$ cat config.mk
export PLATFORM = sky130hd
export DESIGN_NAME = dbg_io_responder
export DESIGN_NICKNAME = d
export VERILOG_FILES = /design/src/rtl/dbg_io_responder.sv
export SDC_FILE = /design/constraint.sdc
export NUM_CORES = 1
export LEC_CHECK = 0
export ABC_AREA = 1
export CORE_UTILIZATION = 40
export DETAILED_ROUTE_END_ITERATION = 16
export HOLD_SLACK_MARGIN = 0.03
export PLACE_DENSITY = 0.73
export SYNTH_ARGS = -nofsm -noshare
export SYNTH_HDL_FRONTEND = slang
export SYNTH_SLANG_ARGS = --single-unit
$ cat constraint.sdc
create_clock -name clk -period 5.1 [get_ports clk]
set_input_delay 1.02 -clock clk [delete_from_list [all_inputs] [get_ports clk]]
set_output_delay 1.02 -clock clk [all_outputs]
set_load 0.005 [all_outputs]
$ cat src/rtl/dbg_io_responder.sv
// Debug I/O window responder on the membus.
// Write decode: a tagged word prints one character, an odd word requests exit,
// anything else is acknowledged and dropped. Reads pop the input character
// queue, returning 0 when it is empty.
// Output characters leave through a paced valid/ready stream. exit_valid is
// held back until every queued output character has been handed off.
//
// Handshake rules:
// - membus request: accepted on a cycle where s_valid && s_ready.
//   s_ready does not depend on s_valid.
// - membus response: s_rvalid pulses exactly one cycle after each accept.
// - tx stream: a character moves when tx_valid && tx_ready. tx_data holds
//   steady while tx_valid && !tx_ready.
// - rx stream: a character moves when rx_valid && rx_ready.
module dbg_io_responder #(
   parameter int DATA_WIDTH = 64,
   parameter int ADDR_WIDTH = 64,
   parameter int TX_DEPTH   = 8,
   parameter int RX_DEPTH   = 4,
   parameter int TX_DIV     = 4
) (
   input  logic                    clk,
   input  logic                    rst,
   input  logic                    s_valid,
   output logic                    s_ready,
   input  logic [ADDR_WIDTH-1:0]   s_addr,
   input  logic                    s_wen,
   input  logic [DATA_WIDTH-1:0]   s_wdata,
   input  logic [DATA_WIDTH/8-1:0] s_wmask,
   output logic                    s_rvalid,
   output logic [DATA_WIDTH-1:0]   s_rdata,
   output logic                    tx_valid,
   output logic [7:0]              tx_data,
   input  logic                    tx_ready,
   input  logic                    rx_valid,
   input  logic [7:0]              rx_data,
   output logic                    rx_ready,
   output logic                    exit_valid,
   output logic [DATA_WIDTH-1:0]   exit_code
);

   localparam int TXAW = $clog2(TX_DEPTH);
   localparam int TXPW = TXAW + 1;
   localparam int RXAW = $clog2(RX_DEPTH);
   localparam int RXPW = RXAW + 1;
   localparam int PCW  = (TX_DIV > 1) ? $clog2(TX_DIV) : 1;
   localparam logic [19:0] PRINT_TAG = 20'h01010;

   // Storage and pointers. Pointers carry one extra wrap bit so that the
   // full and empty states can be told apart.
   logic [7:0]            tx_mem_q [TX_DEPTH];
   logic [7:0]            rx_mem_q [RX_DEPTH];
   logic [TXPW-1:0]       tx_wr_q, tx_wr_d, tx_rd_q, tx_rd_d;
   logic [RXPW-1:0]       rx_wr_q, rx_wr_d, rx_rd_q, rx_rd_d;
   logic [PCW-1:0]        pace_q, pace_d;
   logic                  exit_pend_q, exit_pend_d;
   logic                  exit_valid_q, exit_valid_d;
   logic [DATA_WIDTH-1:0] exit_code_q, exit_code_d;
   logic                  rvalid_q, rvalid_d;
   logic [DATA_WIDTH-1:0] rdata_q, rdata_d;

   logic tx_empty, tx_full, rx_empty, rx_full;
   logic accept, is_print, tx_push, tx_pop, exit_set, rx_push, rx_pop;
   logic unused_ok;

   // Address and byte mask carry no information: the window is decoded upstream.
   assign unused_ok = ^{s_addr, s_wmask};

   assign tx_empty = (tx_wr_q == tx_rd_q);
   assign tx_full  = (tx_wr_q[TXPW-1] != tx_rd_q[TXPW-1]) &&
                     (tx_wr_q[TXAW-1:0] == tx_rd_q[TXAW-1:0]);
   assign rx_empty = (rx_wr_q == rx_rd_q);
   assign rx_full  = (rx_wr_q[RXPW-1] != rx_rd_q[RXPW-1]) &&
                     (rx_wr_q[RXAW-1:0] == rx_rd_q[RXAW-1:0]);

   assign s_ready  = !tx_full && !exit_pend_q;
   assign accept   = s_valid && s_ready;
   assign is_print = (s_wdata[DATA_WIDTH-1 -: 20] == PRINT_TAG);
   assign tx_push  = accept && s_wen && is_print;
   assign exit_set = accept && s_wen && !is_print && s_wdata[0];
   assign rx_pop   = accept && !s_wen && !rx_empty;

   assign tx_valid = !tx_empty && (pace_q == '0);
   assign tx_data  = tx_mem_q[tx_rd_q[TXAW-1:0]];
   assign tx_pop   = tx_valid && tx_ready;

   assign rx_ready = !rx_full;
   assign rx_push  = rx_valid && rx_ready;

   // Exit reports once the output queue has drained. Characters already
   // handed off count as complete.
   assign exit_valid = exit_valid_q || (exit_pend_q && tx_empty);
   assign exit_code  = exit_code_q;
   assign s_rvalid   = rvalid_q;
   assign s_rdata    = rdata_q;

   // Next-state logic for pointers, pacing, exit latch and the response.
   always_comb begin
      tx_wr_d      = tx_wr_q;
      tx_rd_d      = tx_rd_q;
      rx_wr_d      = rx_wr_q;
      rx_rd_d      = rx_rd_q;
      pace_d       = pace_q;
      exit_pend_d  = exit_pend_q;
      exit_valid_d = exit_valid;
      exit_code_d  = exit_code_q;
      rvalid_d     = accept;
      rdata_d      = '0;

      if (tx_push) tx_wr_d = tx_wr_q + TXPW'(1);
      if (tx_pop)  tx_rd_d = tx_rd_q + TXPW'(1);
      if (rx_push) rx_wr_d = rx_wr_q + RXPW'(1);
      if (rx_pop) begin
         rx_rd_d = rx_rd_q + RXPW'(1);
         rdata_d = {{(DATA_WIDTH-8){1'b0}}, rx_mem_q[rx_rd_q[RXAW-1:0]]};
      end

      // After a handshake, wait TX_DIV-1 idle cycles before the next one.
      if (tx_pop) begin
         pace_d = PCW'(TX_DIV - 1);
      end else if (pace_q != '0) begin
         pace_d = pace_q - PCW'(1);
      end

      if (exit_set) begin
         exit_pend_d = 1'b1;
         exit_code_d = s_wdata;
      end
   end

   // State registers with synchronous active-low reset.
   always_ff @(posedge clk) begin
      if (!rst) begin
         tx_wr_q      <= '0;
         tx_rd_q      <= '0;
         rx_wr_q      <= '0;
         rx_rd_q      <= '0;
         pace_q       <= '0;
         exit_pend_q  <= 1'b0;
         exit_valid_q <= 1'b0;
         exit_code_q  <= '0;
         rvalid_q     <= 1'b0;
         rdata_q      <= '0;
      end else begin
         tx_wr_q      <= tx_wr_d;
         tx_rd_q      <= tx_rd_d;
         rx_wr_q      <= rx_wr_d;
         rx_rd_q      <= rx_rd_d;
         pace_q       <= pace_d;
         exit_pend_q  <= exit_pend_d;
         exit_valid_q <= exit_valid_d;
         exit_code_q  <= exit_code_d;
         rvalid_q     <= rvalid_d;
         rdata_q      <= rdata_d;
      end
   end

   // Character storage. It needs no reset because the pointers define validity.
   always_ff @(posedge clk) begin
      if (tx_push) tx_mem_q[tx_wr_q[TXAW-1:0]] <= s_wdata[7:0];
      if (rx_push) rx_mem_q[rx_wr_q[RXAW-1:0]] <= rx_data;
   end

endmodule

==> out/results.ini <==
[timing]
hold_viol = 0
slew_headroom_pct = 38.1
finalCritPeriodShare_pct = 73.4
skew_ns = 0.0149
slew_violations = 0
tightest_slew_ns = 0.925
rsz0062_at_grt = no
tns_ns = 0
max_freq_mhz = 267
whs_ns = 0.471
setup_viol = 0
final.min_clock_period_ns = 3.74

[power]
leakagePower_uw = 0.00417
ir_drop_mv = 0.229
pwr-share-comb_pct = 9.6
switching_power_uw = 771
powerDensity_nw_per_um2 = 318
p_seq_share_pct = 51.2
p_int_uw = 2510
power_frac_clock_pct = 39.1
p_sw_share_pct = 23.5

[finish]
syn_to_final_growth_pct = 26.4
drive_above_1_share_pct = 4.52
final_cell_area_sq_um = 10300
nNetsFinal = 1230
n_fill_cell = 1770
instances_no_fill = 1350
final_util_pct = 52.4
diodes = 0

[clock_network]
hold_buffers = 0
cts.sinks = 190
clk_path_buf_depth = 2
cts-resized-gates = 0
postCtsSetupBuffers = 0
clk_pin_slew_worst_paths_ns = 0.07
cts_made_buffers = 17
cts_tree = done
h-tree-depth = 4
ctsRootBufferMaster = clkbuf_16
clock_latency_ns = 0.43

[yosys]
synth-simple-area-share_pct = 20.8
synth_xor_area_share_pct = 0.965
netlist_instances = 919
syn_area_sq_um = 8170
synth_top_family_by_area = simple AND/OR/NAND/NOR gates
ys_ff_latch = 190
synthAdderAreaFrac_pct = 1.23
ys_types = 28
yosysWarnings = 0
synth.avg_cell_area_sq_um = 8.89
synth.mux.area_fraction_pct = 0
synth_compound_area_share_pct = 6.07
seq_area_frac_synth_pct = 58.3

[routing]
via_per_inst = 4.49
routed_wl_um = 17300
drc = 0
vias = 6068
first_iter_violations = 341
ant_nets = 0
dr.pass1.iters = 4
wl_per_cell_um = 12.8

[global_routing]
grt_pass1_vias = 5557
grt_pass1_wl_um = 27100
track_usage_pct = 16.9
antenna_found_initial = 0
grt_max_degree = 105
grt_remaining_overflow = 0

[hold_path]
hp-class = flip-flop to flip-flop

[worst_setup_path]
crit_chain = inv_1 > nor2_1 > o21ai_0 > a31oi_1 > clkdlybuf4s50_1
cpPeakStageDelay_ns = 0.72
crit_type = flip-flop to primary output
crit_buf_inv = 2
critPathMaxFanout = 17
worstPathRequired_ns = 4.08
start_kind = flip-flop
endpoint_kind = primary output
arrival_ns = 2.72
critPathTopFamily = buffers and inverters
slowest_stage = dfxtp_1

[floorplan]
die_area_sq_um = 21000
die_h_um = 145
die_x_um = 145
ios = 291
core_sq_um = 19700
start_util_pct = 41.4
rows = 51

[placement]
port_buffers = 162
placedCellCount = 1318
gp_congestion = 0.762
placed_area_sq_um = 9750
hpwl_um = 11600

[job]
cap_viol_max_count = 0

[status]
status = finished clean

==> through the flow <==
step           setup slack (ns)  power [uW]
3_5_place_dp               1.63        2030
6_report                   1.36        3280
2_1_floorplan              2.45        1900
4_1_cts                    1.34        3310
5_1_grt                    1.15        3440
3_3_place_gp               1.65        2030
==> final timing paths <==
kind                    from        endpoint  slack [ns]  depth (start not counted)
hold reg to reg   rx_wr_q[2]      rx_wr_q[2]        0.47                          1
setup / recovery   flip-flop      tx_data[0]        1.36                          5
setup reg to reg  tx_wr_q[2]  tx_mem_q[0][5]        2.65                          8
hold / removal    rx_wr_q[2]      rx_wr_q[2]        0.47                          1
==> per-layer routing <==
layer | vias to the layer above | GRT usage [%] | share of wire [%]
met5 | - | 0 | 0
met2 | 215 | 27.7 | 48
met1 | 2723 | 20.7 | 43
met4 | 0 | 7.59 | 2.4
li1 | 3100 | - | -
met3 | 30 | 4.80 | 7.1
==> registers in the layout, summed over array words and instances (netlist names), named ones only <==
| register | flops |
|---|---|
| exit_code | 64 |
| exit_pend_q | 1 |
| exit_valid_q | 1 |
| pace_q | 2 |
| rx_mem_q | 32 |
| rx_rd_q | 3 |
| rx_wr_q | 3 |
| s_rdata | 8 |
| s_rvalid | 1 |
| tx_mem_q | 64 |
| tx_rd_q | 4 |
| tx_wr_q | 4 |
==> power by group through the flow <==
stage                     Sequential, uW  Clock, uW  Combinational, uW
final                               1680       1280                316
after global routing                1690       1390                361
after CTS                           1680       1310                320
after detailed placement            1710          0                318
after global placement              1710          0                312
after floorplan                     1710          0                195
==> synth_stat cells (all sizes together) <==
cell type	number	share of area, %
nor2	241	11
nand2	153	7.0
edfxtp	96	35
dfxtp	94	23
inv	93	4.3
buf	75	7.4
o21ai	58	3.6
a21oi	21	1.3
clkbuf	19	0.87
nand3	12	0.74
nand4	11	1.1
nor3	10	0.61
a31oi	8	0.61
ha	8	1.2
o22ai	8	0.61
xor2	7	0.75
xnor2	2	0.21
and2	1	0.077
conb	1	0.046
nand3b	1	0.092
==> layout by cell type (no fill, tap or decap), types with 2 or more instances in the layout <==
master	synthesis	final
nor3_1	10	9
buf_4	59	10
clkbuf_16	0	19
edfxtp_1	96	96
nand2_1	153	153
a31oi_1	8	8
conb_1	1	56
inv_6	0	5
o21ai_0	58	58
o22ai_1	8	8
clkdlybuf4s50_1	0	161
dfxtp_1	94	94
clkbuf_1	19	2
xnor2_1	2	2
nor2_1	239	239
nand3_1	12	12
ha_1	8	8
a21oi_1	21	21
inv_2	2	2
nand4_1	9	9
inv_1	91	91
clkinv_2	0	2
xor2_1	7	7
inv_8	0	2
==> logic make-up (layout without fill, tap and decap cells) <==
logic type	after synthesis	in the layout
AO/OA/AOI/OAI	95	95
XOR/XNOR	9	9
adder cells (fa/ha/maj)	8	8
buffers and inverters	187	298
flip-flops	190	190
other	1	56
AND/OR/NAND/NOR	429	429
==> cell type report <==
type	instances	area [sq um]	area share, %
timing repair buffer	173	1710	16.6
clock inverter	11	92.6	0.897
sequential	190	4760	46.1
clock buffer	21	483	4.68
inverter	93	349	3.38
multi-input combinational	597	2590	25.1
tap	265	332	3.21
No activity file was read; power rests on OpenSTA's default activity.
